<file path="src/rtl/imm_decode_stage_if.sv">
// Handshake/bus bundle for imm_decode_stage: upstream entry in, decoded entry out.
// The slave modport is the stage's view; the master is the driving environment's.
interface imm_decode_stage_if #(
  parameter int XLEN = 32
) ();
  logic            flush;
  logic            in_valid;
  logic            in_ready;
  logic [31:0]     inst;
  logic [XLEN-1:0] pc;
  logic [2:0]      Imm_src;
  logic            out_valid;
  logic            out_ready;
  logic [XLEN-1:0] Imm_ext;
  logic [XLEN-1:0] target;
  logic            illegal;

  modport slave (
    input  flush, in_valid, inst, pc, Imm_src, out_ready,
    output in_ready, out_valid, Imm_ext, target, illegal
  );

  modport master (
    output flush, in_valid, inst, pc, Imm_src, out_ready,
    input  in_ready, out_valid, Imm_ext, target, illegal
  );
endinterface

</file>
<file path="src/rtl/imm_decode_stage.sv">
// Immediate decode + branch target stage behind a two-entry (OUT + SKID) elastic buffer.
// Entries are decoded on accept, so held entries never depend on live inputs.
module imm_decode_stage #(
  parameter int XLEN    = 32,
  parameter int SHAMT_W = 5
) (
  input  logic clk,
  input  logic rst,
  imm_decode_stage_if.slave bus
);

  typedef struct packed {
    logic [XLEN-1:0] imm;
    logic [XLEN-1:0] tgt;
    logic            ill;
  } ent_t;

  ent_t            r_out, r_skid;
  logic            r_out_v, r_skid_v;
  logic [XLEN-1:0] w_imm;
  logic            w_ill;
  logic            w_acc;
  ent_t            w_new;

  function automatic logic [XLEN-1:0] sext32(input logic [31:0] v);
    logic signed [XLEN-1:0] s;
    s = $signed(v);
    return s;
  endfunction

  always_comb begin
    w_imm = '0;
    w_ill = 1'b0;
    case (bus.Imm_src)
      3'b000: w_imm = sext32({{20{bus.inst[31]}}, bus.inst[31:20]});
      3'b001: w_imm = sext32({{20{bus.inst[31]}}, bus.inst[31:25], bus.inst[11:7]});
      3'b010: w_imm = sext32({{19{bus.inst[31]}}, bus.inst[31], bus.inst[7],
                              bus.inst[30:25], bus.inst[11:8], 1'b0});
      3'b011: w_imm = sext32({{11{bus.inst[31]}}, bus.inst[31], bus.inst[19:12],
                              bus.inst[20], bus.inst[30:21], 1'b0});
      3'b100: w_imm = sext32({bus.inst[31:12], 12'b0});
      3'b101: w_imm[4:0] = bus.inst[19:15];
      3'b110: w_imm[SHAMT_W-1:0] = bus.inst[20 +: SHAMT_W];
      default: w_ill = 1'b1;
    endcase
  end

  assign w_new.imm = w_imm;
  assign w_new.tgt = bus.pc + w_imm;
  assign w_new.ill = w_ill;

  // in_ready comes only from SKID state, so there is no out_ready -> in_ready path.
  assign w_acc = bus.in_valid && !r_skid_v && !bus.flush;

  always_ff @(posedge clk or posedge rst) begin
    if (rst) begin
      r_out_v  <= 1'b0;
      r_skid_v <= 1'b0;
      r_out    <= '0;
      r_skid   <= '0;
    end else if (bus.flush) begin
      r_out_v  <= 1'b0;
      r_skid_v <= 1'b0;
    end else if (r_skid_v) begin
      if (bus.out_ready) begin
        r_out    <= r_skid;
        r_skid_v <= 1'b0;
      end
    end else if (w_acc) begin
      if (!r_out_v || bus.out_ready) begin
        r_out   <= w_new;
        r_out_v <= 1'b1;
      end else begin
        r_skid   <= w_new;
        r_skid_v <= 1'b1;
      end
    end else if (bus.out_ready) begin
      r_out_v <= 1'b0;
    end
  end

  assign bus.in_ready  = !r_skid_v;
  assign bus.out_valid = r_out_v;
  assign bus.Imm_ext   = r_out.imm;
  assign bus.target    = r_out.tgt;
  assign bus.illegal   = r_out.ill;

endmodule

</file>
<file path="src/flat_wrapper.sv">
// flat-port wrapper written by rule: the top's interface ports become plain ports
module imm_decode_stage_flat 
#(
  parameter int XLEN    = 32,
  parameter int SHAMT_W = 5
)
  (clk, rst, bus_flush, bus_in_valid, bus_inst, bus_pc, bus_Imm_src, bus_out_ready, bus_in_ready, bus_out_valid, bus_Imm_ext, bus_target, bus_illegal);
  imm_decode_stage_if #(.XLEN(XLEN)) bus_i ();
  input  logic clk;
  input  logic rst;
  input wire logic [$bits(bus_i.flush)-1:0] bus_flush;
  input wire logic [$bits(bus_i.in_valid)-1:0] bus_in_valid;
  input wire logic [$bits(bus_i.inst)-1:0] bus_inst;
  input wire logic [$bits(bus_i.pc)-1:0] bus_pc;
  input wire logic [$bits(bus_i.Imm_src)-1:0] bus_Imm_src;
  input wire logic [$bits(bus_i.out_ready)-1:0] bus_out_ready;
  output wire logic [$bits(bus_i.in_ready)-1:0] bus_in_ready;
  output wire logic [$bits(bus_i.out_valid)-1:0] bus_out_valid;
  output wire logic [$bits(bus_i.Imm_ext)-1:0] bus_Imm_ext;
  output wire logic [$bits(bus_i.target)-1:0] bus_target;
  output wire logic [$bits(bus_i.illegal)-1:0] bus_illegal;
  assign bus_i.flush = bus_flush;
  assign bus_i.in_valid = bus_in_valid;
  assign bus_i.inst = bus_inst;
  assign bus_i.pc = bus_pc;
  assign bus_i.Imm_src = bus_Imm_src;
  assign bus_i.out_ready = bus_out_ready;
  assign bus_in_ready = bus_i.in_ready;
  assign bus_out_valid = bus_i.out_valid;
  assign bus_Imm_ext = bus_i.Imm_ext;
  assign bus_target = bus_i.target;
  assign bus_illegal = bus_i.illegal;
  imm_decode_stage #(.XLEN(XLEN), .SHAMT_W(SHAMT_W)) u_core (.clk(clk), .rst(rst), .bus(bus_i));
endmodule
</file>
<file path="config.mk">
export PLATFORM = sky130hd
export DESIGN_NAME = imm_decode_stage_flat
export DESIGN_NICKNAME = d
export VERILOG_FILES = /design/src/rtl/imm_decode_stage_if.sv /design/src/rtl/imm_decode_stage.sv /design/src/flat_wrapper.sv
export SDC_FILE = /design/constraint.sdc
export NUM_CORES = 1
export LEC_CHECK = 0
export CAP_MARGIN = 25
export CORE_MARGIN = 2
export CORE_UTILIZATION = 30
export DETAILED_ROUTE_END_ITERATION = 8
export DONT_BUFFER_PORTS = 1
export GPL_TIMING_DRIVEN = 1
export HOLD_SLACK_MARGIN = 0.05
export REMOVE_ABC_BUFFERS = 1
export SYNTH_ARGS = -nofsm -noshare
export SYNTH_HDL_FRONTEND = slang
export SYNTH_SLANG_ARGS = --single-unit
</file>
<file path="constraint.sdc">
create_clock -name clk -period 13 [get_ports clk]
set_input_delay 2.6 -clock clk [delete_from_list [all_inputs] [get_ports clk]]
set_output_delay 2.6 -clock clk [all_outputs]
set_load 0.05 [all_outputs]
</file>
==> impl_metrics.csv, run 1 <==
group,metric,value,unit
logic_synthesis,ys_types,58,
logic_synthesis,syn_avg_cell_area,8.90,um^2
setup_path,arrival,6.39,ns
logic_synthesis,synth_edf_count,0,
setup_path,crit_chain,"nor2b_1 > or2_2 > mux2i_1 > nor2_1 > a21oi_1 > inv_1 > ha_1 > a211oi_1 > nor3_1 > o311ai_0 > a21oi_1 > a221oi_1 > o21ai_0 > xnor2_1 > o21ai_0",
cts,cts_buffer_depth,2,
hold_path,min-delay-path-class,"flop to flop",
logic_synthesis,syn_inst,857,
setup_path,r2r-start,"u_core.r_skid_v",
route,drt_first_pass_iters,4,
die,start_util,0.305,
global_route,overflow,0,
cts,tritoncts,"yes",
die,fp.dieArea,26700,um^2
route,drc_errors,0,
logic_synthesis,ys_ff_latch,132,
sta,timing.final.crit_share,0.470,
cells_and_area,utilization,0.341,
setup_path,critPathSlowestCell,"o311ai_0",
sta,finalClockSkew,0.00947,ns
outcome,status,"finished, final reports clean",
global_route,track_usage,0.171,
setup_path,path_max_fanout,17,
sta,setup_violations,0,
cts,post_cts_buffers,0,
logic_synthesis,syn-cell-area,7620,um^2
die,die_y,163,um
cells_and_area,multiInputGateArea,4040,um^2
cells_and_area,area_growth,12.0,%
logic_synthesis,synth_area_leaders,"dfrtp_1 43%, o21ai_0 7.7%, nand2_1 6.4%",
cts,clock_latency,0.42,ns
sta,fmaxAchievable,164,MHz
logic_synthesis,async_reset_ff_frac,1.00,
cts,cts_made_buffers,17,
logic_synthesis,synth_most_common_cell,"dfrtp_1",
logic_synthesis,synth_top_cell_area_share,0.433,
sta,maxSlewViolCount,0,
die,fp.dieW,163,um
placement,place_congestion,0.857,
setup_path,worstSetupStartpoint,"bus_Imm_src[1]",
setup_path,path_buf_inv,1,
hold_path,hp-start,"u_core.r_skid[20]",
placement,place_hpwl,16300,um
setup_path,critical-path-top-delay-family,"compound AO/OA/AOI/OAI gates",
cts,cts_resized,0,
setup_path,rr_worst_depth,5,
die,io_pins,139,
logic_synthesis,synth_ff_type,"dfrtp_1",
global_route,grt_pass1_vias,5994,
route,detail-route-antenna-nets,0,
power_and_ir_drop,p_leak,0.00396,uW
sta,final_hold_viol_count,0,
route,drtIter0Drc,263,
global_route,grt_max_degree,101,
sta,max-slew-margin-rel,0.328,
logic_synthesis,synth_top_cell_by_area,"dfrtp_1",
cts,htreeDepth,4,
power_and_ir_drop,ir_worst_vdd,0.0630,mV
route,drt-total-wl,22100,um
sta,finalSetupTns,0,ns
setup_path,r2r_slack,10.01,ns
setup_path,critical-path-max-stage-delay,0.64,ns
cts,hold_buffers,0,
route,vias,6034,
sta,rsz0062_at_grt,"no",
die,fp-row-count,58,
global_route,antenna_found_initial,1,
placement,port_buffers,0,
cells_and_area,drive_above_1_share,0.0925,
setup_path,start_kind,"input port",
cts,path_clk_slew,0.06,ns
cells_and_area,fin_nets,934,
setup_path,path_depth,15,
route,viasPerCell,5.14,
logic_synthesis,ys_warn_count,0,
die,core-area,25000,um^2
cells_and_area,n_fill_cell,2590,
setup_path,reg2reg_to,"u_core.bus.target[0]",
cts,root_buffer,"clkbuf_16",
setup_path,worst-setup-path-type,"input port to flop",
cells_and_area,regArea,3300,um^2
setup_path,critPathCaptureType,"flop",
cells_and_area,diodes,0,
route,avgRoutedWirePerCell,18.9,um
setup_path,required,13.28,ns
setup_path,crit_end,"u_core.r_skid[32]",
logic_synthesis,seq_area_frac_synth,0.433,
global_route,grt_pass1_wl,34700,um
run,cap_viol_max_count,0,
logic_synthesis,synth_common_cells,"132 x dfrtp_1, 130 x nand2_1, 117 x o21ai_0",
sta,worst_pin_slew,1.00,ns
cts,clock-sinks,132,
power_and_ir_drop,pwr_density_cell,174,nW/um^2
sta,fin_crit,6.11,ns
state kept, by name, summed over array words and instances (netlist names):
name                  count
u_core.bus.illegal        1
u_core.bus.out_valid      1
u_core.r_skid_v           1
u_core.r_skid            65
u_core.bus.Imm_ext       32
u_core.bus.target        32
metal layers:
metal | wire length [um] | vias up | global-route usage | share of wire
met5 | 11 | - | 0 | 0.00050
met4 | 624 | 2 | 0.0636 | 0.028
met3 | 2160 | 37 | 0.0777 | 0.097
met2 | 9520 | 146 | 0.253 | 0.43
met1 | 9830 | 2867 | 0.218 | 0.44
li1 | - | 2982 | - | -
metrics by stage:
stage,area [um^2],setup slack [ns],power [uW],hold WS [ns],cells
floorplan,7410,6.33,914,0.442,804
global placement,7880,6.43,984,0.455,1139
detailed placement,7880,6.41,994,0.463,1139
CTS,8480,6.83,1500,0.476,1171
global route,8540,6.40,1560,0.497,1173
finish,8540,6.89,1480,0.470,1173
kinds of logic (layout without fill, tap and decap cells):
kind of cell | count (synthesis) | count (layout) | share of synthesized area
compound gates | 286 | 286 | 0.217
simple gates | 242 | 242 | 0.139
flops | 132 | 132 | 0.433
buf+inv | 75 | 61 | 0.0384
mux | 60 | 60 | 0.0840
fa+ha+maj | 32 | 32 | 0.0535
xor+xnor | 30 | 30 | 0.0345
layout by cell type, fill, tap and decap left out, types with 15 or more instances in the layout:
cell and n:
ha_1 31, mux2i_1 28, clkbuf_16 17, mux2_2 32
dfrtp_1 131, a21oi_1 94, o21ai_0 117, nor2_1 53
inv_1 20, and3_1 15, xnor2_1 21, nand2_1 130
tightest hold or removal path: cells and delay by family, from the launching register on:
kind	cells	cell delay (ns)
and+or+nand+nor	1	0.04
DFF	1	0.33
AOI/OAI and AO/OA	1	0.06
power breakdown:
part / total, uW / leakage [uW] / internal [uW] / switching [uW]
Sequential: 720 / 0.00168 / 506 / 214
Clock: 501 / 0.000292 / 320 / 181
Combinational: 263 / 0.00199 / 112 / 150
Total: 1480 / 0.00396 / 938 / 545
cell type report:
type | count | area share
timing repair buffer | 7 | 0.0108
multi-input combinational | 650 | 0.473
tap | 330 | 0.0484
sequential | 132 | 0.387
clock inverter | 10 | 0.0183
clock buffer | 22 | 0.0520
inverter | 22 | 0.0103
how the worst min path moves through the flow:
| stage | depth (start not counted) | end | slack (ns) |
|---|---|---|---|
| floorplan | 2 | u_core.r_skid[13] | 0.44 |
| global placement | 2 | u_core.r_skid[17] | 0.45 |
| detailed placement | 2 | u_core.r_skid[13] | 0.46 |
| CTS | 2 | u_core.r_skid[13] | 0.48 |
| global route | 2 | u_core.r_skid[60] | 0.50 |
| finish | 2 | u_core.r_skid[20] | 0.47 |
(Power assumes the default switching activity.)
==> run 2, diff against run 1 <==
- clock period: 13 -> 5.67 ns (I/O delays scaled with it)
==> run 2 against run 1 <==
Count of clock-buffer cells in the layout fell by 3. Sequential power increased by 130%. Cell count increased by 0.17%. Largest cell class unchanged. Highest routed layer unchanged. Critical path type unchanged. Clock skew grew 0.015 ns.
==> impl_metrics.csv, run 2 (synthesis results as in run 1) <==
group,metric,value,unit
sta,finalClockSkew,0.0249,ns
sta,maxSlewViolCount,0,
global_route,track_usage,0.170,
die,fp.dieArea,26700,um^2
sta,setup_ws,1.12,ns
outcome,status,"finished, final reports clean",
cts,hold_buffers,0,
cells_and_area,drive_above_1_share,0.0983,
route,viasPerCell,5.10,
sta,fin_crit,4.55,ns
placement,pre_cts_slack,0.732,ns
power_and_ir_drop,p_leak,0.00394,uW
die,io_pins,139,
cells_and_area,area_growth,11.5,%
power_and_ir_drop,ir_worst_vdd,0.162,mV
die,fp-row-count,58,
setup_path,crit_chain,"nor2b_1 > or2_2 > mux2i_1 > nor2_1 > a21oi_1 > inv_1 > ha_1 > a211oi_1 > nor3_1 > o311ai_2 > a31oi_1 > nor3b_1 > a211oi_2 > xnor2_1 > a221o_1",
setup_path,path_max_fanout,9,
sta,max-slew-margin-rel,0.396,
placement,place_congestion,0.887,
global_route,antenna_found_initial,3,
global_route,grt_max_degree,101,
placement,port_buffers,0,
cts,tritoncts,"yes",
route,drtIter0Drc,345,
setup_path,reg2reg_to,"u_core.bus.target[20]",
route,drt_first_pass_iters,5,
die,start_util,0.305,
sta,fmaxAchievable,220,MHz
setup_path,critical-path-max-stage-delay,0.45,ns
cts,clock-sinks,132,
power_and_ir_drop,p_total,3340,uW
route,detail-route-antenna-nets,0,
sta,timing.final.crit_share,0.803,
setup_path,path_buf_inv,1,
setup_path,worstSetupStartpoint,"bus_Imm_src[0]",
power_and_ir_drop,pwr_density_cell,393,nW/um^2
setup_path,arrival,4.86,ns
route,drc_errors,0,
global_route,use_met2,0.255,
setup_path,crit_end,"u_core.bus.target[29]",
cts,htreeDepth,4,
route,vias,5993,
hold_path,min-delay-path-class,"flop to flop",
cells_and_area,fin_nets,935,
cells_and_area,regMostFlops,"u_core.r_skid",
global_route,met3_usage,0.0825,
global_route,grt_pass1_vias,5852,
cells_and_area,mostFrequentLayoutCell,"dfrtp_1",
placement,numPlacedInstances,1142,
setup_path,required,5.98,ns
setup_path,r2r_slack,2.84,ns
global_route,overflow,0,
cts,root_buffer,"clkbuf_16",
sta,worst_pin_slew,0.905,ns
setup_path,rr_worst_depth,6,
sta,final_hold_viol_count,0,
sta,setup_violations,0,
cts,cts_resized,0,
setup_path,worst-setup-path-type,"input port to flop",
setup_path,r2r-start,"u_core.r_skid_v",
global_route,grt.busiest_layer,"met2",
die,die_y,163,um
sta,rsz0062_at_grt,"no",
route,drt-total-wl,22000,um
die,core-area,25000,um^2
cells_and_area,n_fill_cell,2572,
route,avgRoutedWirePerCell,18.7,um
cells_and_area,largest_reg_flops,65,
run,cap_viol_max_count,0,
cts,path_clk_slew,0.06,ns
cts,cts_buffer_depth,2,
global_route,grt_pass1_wl,34400,um
die,fp.dieW,163,um
cells_and_area,final_cells,1175,
setup_path,critPathSlowestCell,"nor3b_1",
setup_path,critPathCaptureType,"flop",
setup_path,start_kind,"input port",
cts,clock_latency,0.44,ns
setup_path,path_depth,15,
global_route,grtUsageMet1,0.212,
cts,post_cts_buffers,0,
cells_and_area,final_cell_mix,"131 x dfrtp_1, 130 x nand2_1, 117 x o21ai_0",
placement,place_hpwl,16400,um
setup_path,critical-path-top-delay-family,"compound AO/OA/AOI/OAI gates",
cts,cts_made_buffers,17,
==> run 2: report_power, final <==
| group | internal (uW) | switching (uW) |
|---|---|---|
| combinational | 257 | 342 |
| sequential | 1160 | 494 |
| clock | 656 | 432 |
==> run 2: area by class of cell <==
cell class              instances  area [um^2]  share of cell area
multi-input cells             650         4040               0.475
well taps                     330          413              0.0486
diodes                          1         2.50            0.000294
repair buffers                  8         72.6             0.00854
clock inverters                13          135              0.0159
flip-flops and latches        132         3300               0.389
clock buffers                  19          443              0.0521
inverters                      22         87.6              0.0103
==> run 2: worst register-to-register path, stage by stage (launching register included) <==
cell and delay [ns]:
dfrtp_2 0.33, buf_4 0.57, nor2_1 0.12, nor2_1 0.22, o21a_1 0.77, nand2_1 0.46
o21ai_0 0.27
==> run 2: worst min path at each step <==
stage                     slack, ns  cells past startpoint         startpoint                end
after detailed placement       0.46                      2  u_core.r_skid[23]  u_core.r_skid[23]
after global routing           0.49                      2  u_core.r_skid[23]  u_core.r_skid[23]
final                          0.47                      2  u_core.r_skid[25]  u_core.r_skid[25]
after floorplan                0.44                      2  u_core.r_skid[13]  u_core.r_skid[13]
after CTS                      0.48                      2  u_core.r_skid[23]  u_core.r_skid[23]
after global placement         0.45                      2  u_core.r_skid[23]  u_core.r_skid[23]
==> run 2: per-layer routing <==
layer	up-vias	share of wire
met4	2	0.021
met2	152	0.44
met1	2822	0.43
met5	-	0.00032
met3	34	0.11
li1	2983	-
==> run 2: per-stage QoR <==
step	area [um^2]	util	hold WS, ns	TNS, ns
CTS	8500	0.339	0.476	0
global route	8500	0.339	0.492	0
floorplan	7410	-	0.442	-2.96
detailed placement	7920	0.316	0.462	0
finish	8500	0.339	0.473	0
global placement	7920	0.316	0.455	0
==> run 3, diff against run 2 <==
- clock period: 5.67 -> 4 ns (I/O delays scaled with it)
==> run 3 against run 2 <==
Register-to-register slack got worse by 0.99 ns. Utilization increased by 1.7 points. Count of clock-buffer cells in the layout unchanged. Critical path depth unchanged. Cell count increased by 3.8%. Flip-flop and latch count unchanged. Worst setup slack got worse by 0.82 ns. Sequential share of layout area decreased by 1.9 points. Critical path type unchanged. Die area unchanged.
==> impl_metrics.csv, run 3 (synthesis results as in run 1) <==
group,metric,value,unit
sta,timing.final.crit_share,0.926,
global_route,grt_pass1_vias,6092,
die,io_pins,139,
cts,cts_made_buffers,17,
placement,pre_cts_slack,-0.102,ns
cells_and_area,regMostFlops,"u_core.r_skid",
cts,root_buffer,"clkbuf_16",
sta,worst_pin_slew,0.687,ns
cells_and_area,final_cells,1220,
setup_path,critPathCaptureType,"flop",
route,vias,6198,
die,core-area,25000,um^2
setup_path,critical-path-top-delay-family,"compound AO/OA/AOI/OAI gates",
setup_path,path_buf_inv,2,
setup_path,critical-path-max-stage-delay,0.35,ns
power_and_ir_drop,seqPwrFrac,0.466,
cells_and_area,multiInputGateArea,4040,um^2
cells_and_area,fin_nets,980,
setup_path,critPathSlowestCell,"o311ai_0",
placement,place_congestion,0.881,
die,fp-row-count,58,
global_route,antenna_found_initial,2,
cells_and_area,drive_above_1_share,0.145,
die,fp.dieArea,26700,um^2
power_and_ir_drop,clockPowerShare,0.352,
placement,postPlaceCellArea,8270,um^2
die,die_y,163,um
sta,maxSlewViolCount,0,
setup_path,crit_chain,"nor2b_1 > or2_2 > buf_4 > mux2i_1 > o21ai_0 > ha_1 > o21ai_0 > nor3_1 > o311ai_0 > buf_4 > a21oi_1 > a221oi_1 > o21ai_0 > xnor2_1 > o21ai_0",
setup_path,r2r_slack,1.85,ns
setup_path,path_max_fanout,9,
sta,fin_crit,3.70,ns
cts,cts_resized,0,
route,viasPerCell,5.08,
setup_path,start_kind,"input port",
power_and_ir_drop,p_leak,0.00420,uW
setup_path,cp_common_cell,"o21ai_0",
hold_path,min-delay-path-class,"input port to async pin",
setup_path,worst-setup-path-type,"input port to flop",
sta,setup_violations,0,
route,drtIter0Drc,343,
cells_and_area,mostFrequentLayoutCell,"dfrtp_1",
global_route,grt_pass1_wl,34900,um
cts,tritoncts,"yes",
setup_path,arrival,3.99,ns
sta,rsz0062_at_grt,"no",
cells_and_area,final_cell_mix,"131 x dfrtp_1, 130 x nand2_1, 117 x o21ai_0",
cells_and_area,largest_reg_flops,65,
power_and_ir_drop,pwr_density_cell,562,nW/um^2
route,drt_first_pass_iters,4,
run,cap_viol_max_count,0,
cts,clock_latency,0.44,ns
cts,htreeDepth,4,
placement,numPlacedInstances,1187,
route,detail-route-antenna-nets,0,
cells_and_area,area_growth,17.1,%
outcome,status,"finished, final reports clean",
sta,fmaxAchievable,270,MHz
placement,port_buffers,0,
power_and_ir_drop,power.internal,3200,uW
global_route,overflow,0,
route,drt-total-wl,22300,um
power_and_ir_drop,swShare,0.363,
cells_and_area,n_fill_cell,2536,
route,drc_errors,0,
sta,finalClockSkew,0.0160,ns
cts,cts_buffer_depth,2,
die,start_util,0.305,
global_route,grt_max_degree,101,
cts,clock-sinks,132,
placement,place_hpwl,16600,um
cells_and_area,regArea,3300,um^2
cells_and_area,fin_area,8930,um^2
power_and_ir_drop,switchingPower,1820,uW
cts,hold_buffers,0,
power_and_ir_drop,ir_worst_vdd,0.245,mV
sta,final_hold_viol_count,0,
cts,path_clk_slew,0.06,ns
sta,setup_ws,0.295,ns
sta,max-slew-margin-rel,0.542,
route,avgRoutedWirePerCell,18.3,um
cts,post_cts_buffers,0,
power_and_ir_drop,p_comb_frac,0.182,
die,fp.dieW,163,um
global_route,track_usage,0.172,
setup_path,required,4.29,ns
## run 3: cell types whose count changed in the layout (fill, tap and decap cells not counted), sizes merged
cell and change:
clkinvlp +1, buf +45, bufinv +3, clkinv -4
## run 3: cell type report
type                       count  area share
antenna                        1    0.000280
clock inverter                13      0.0230
inverter                      22     0.00981
clock buffer                  19      0.0507
timing repair buffer          53      0.0474
sequential                   132       0.370
tap                          330      0.0462
multi-input combinational    650       0.452
## run 3: routing by layer
metal	vias up	wire length (um)	part of all wire	global-route usage
li1	3079	-	-	-
met1	2934	9900	0.44	0.220
met2	148	9790	0.44	0.256
met3	35	1990	0.089	0.0703
met4	2	589	0.026	0.0744
met5	-	16	0.00072	0
## run 3: path summary, 6_finish.rpt
path	startpoint	to	depth (start not counted)
setup reg to reg	u_core.bus.out_valid	u_core.bus.target[28]	5
setup / recovery	bus_Imm_src[0]	u_core.r_skid[32]	15
min in group clk	bus_flush	u_core.bus.out_valid	1
hold reg to reg	u_core.r_skid[17]	u_core.r_skid[17]	2
max in group asynchronous	rst	u_core.r_skid[36]	2
hold / removal	rst	u_core.bus.out_valid	1
## run 3: stage by stage
| step | hold slack (ns) | util | TNS (ns) | power (uW) |
|---|---|---|---|---|
| finish | 0.312 | 0.357 | 0 | 5020 |
| global route | 0.358 | 0.357 | 0 | 5280 |
| CTS | 0.335 | 0.357 | 0 | 5070 |
| detailed placement | 0.462 | 0.330 | -0.417 | 3290 |
| global placement | 0.455 | 0.330 | -0.240 | 3260 |
| floorplan | 0.442 | - | -226.76 | 2970 |
## run 3: power groups by stage
stage / clock network (uW) / registers (uW) / logic, uW
4_1_cts: 1800 / 2350 / 923
2_1_floorplan: 0 / 2300 / 672
3_5_place_dp: 0 / 2370 / 916
3_3_place_gp: 0 / 2360 / 897
6_report: 1760 / 2340 / 913
5_1_grt: 1850 / 2380 / 1050
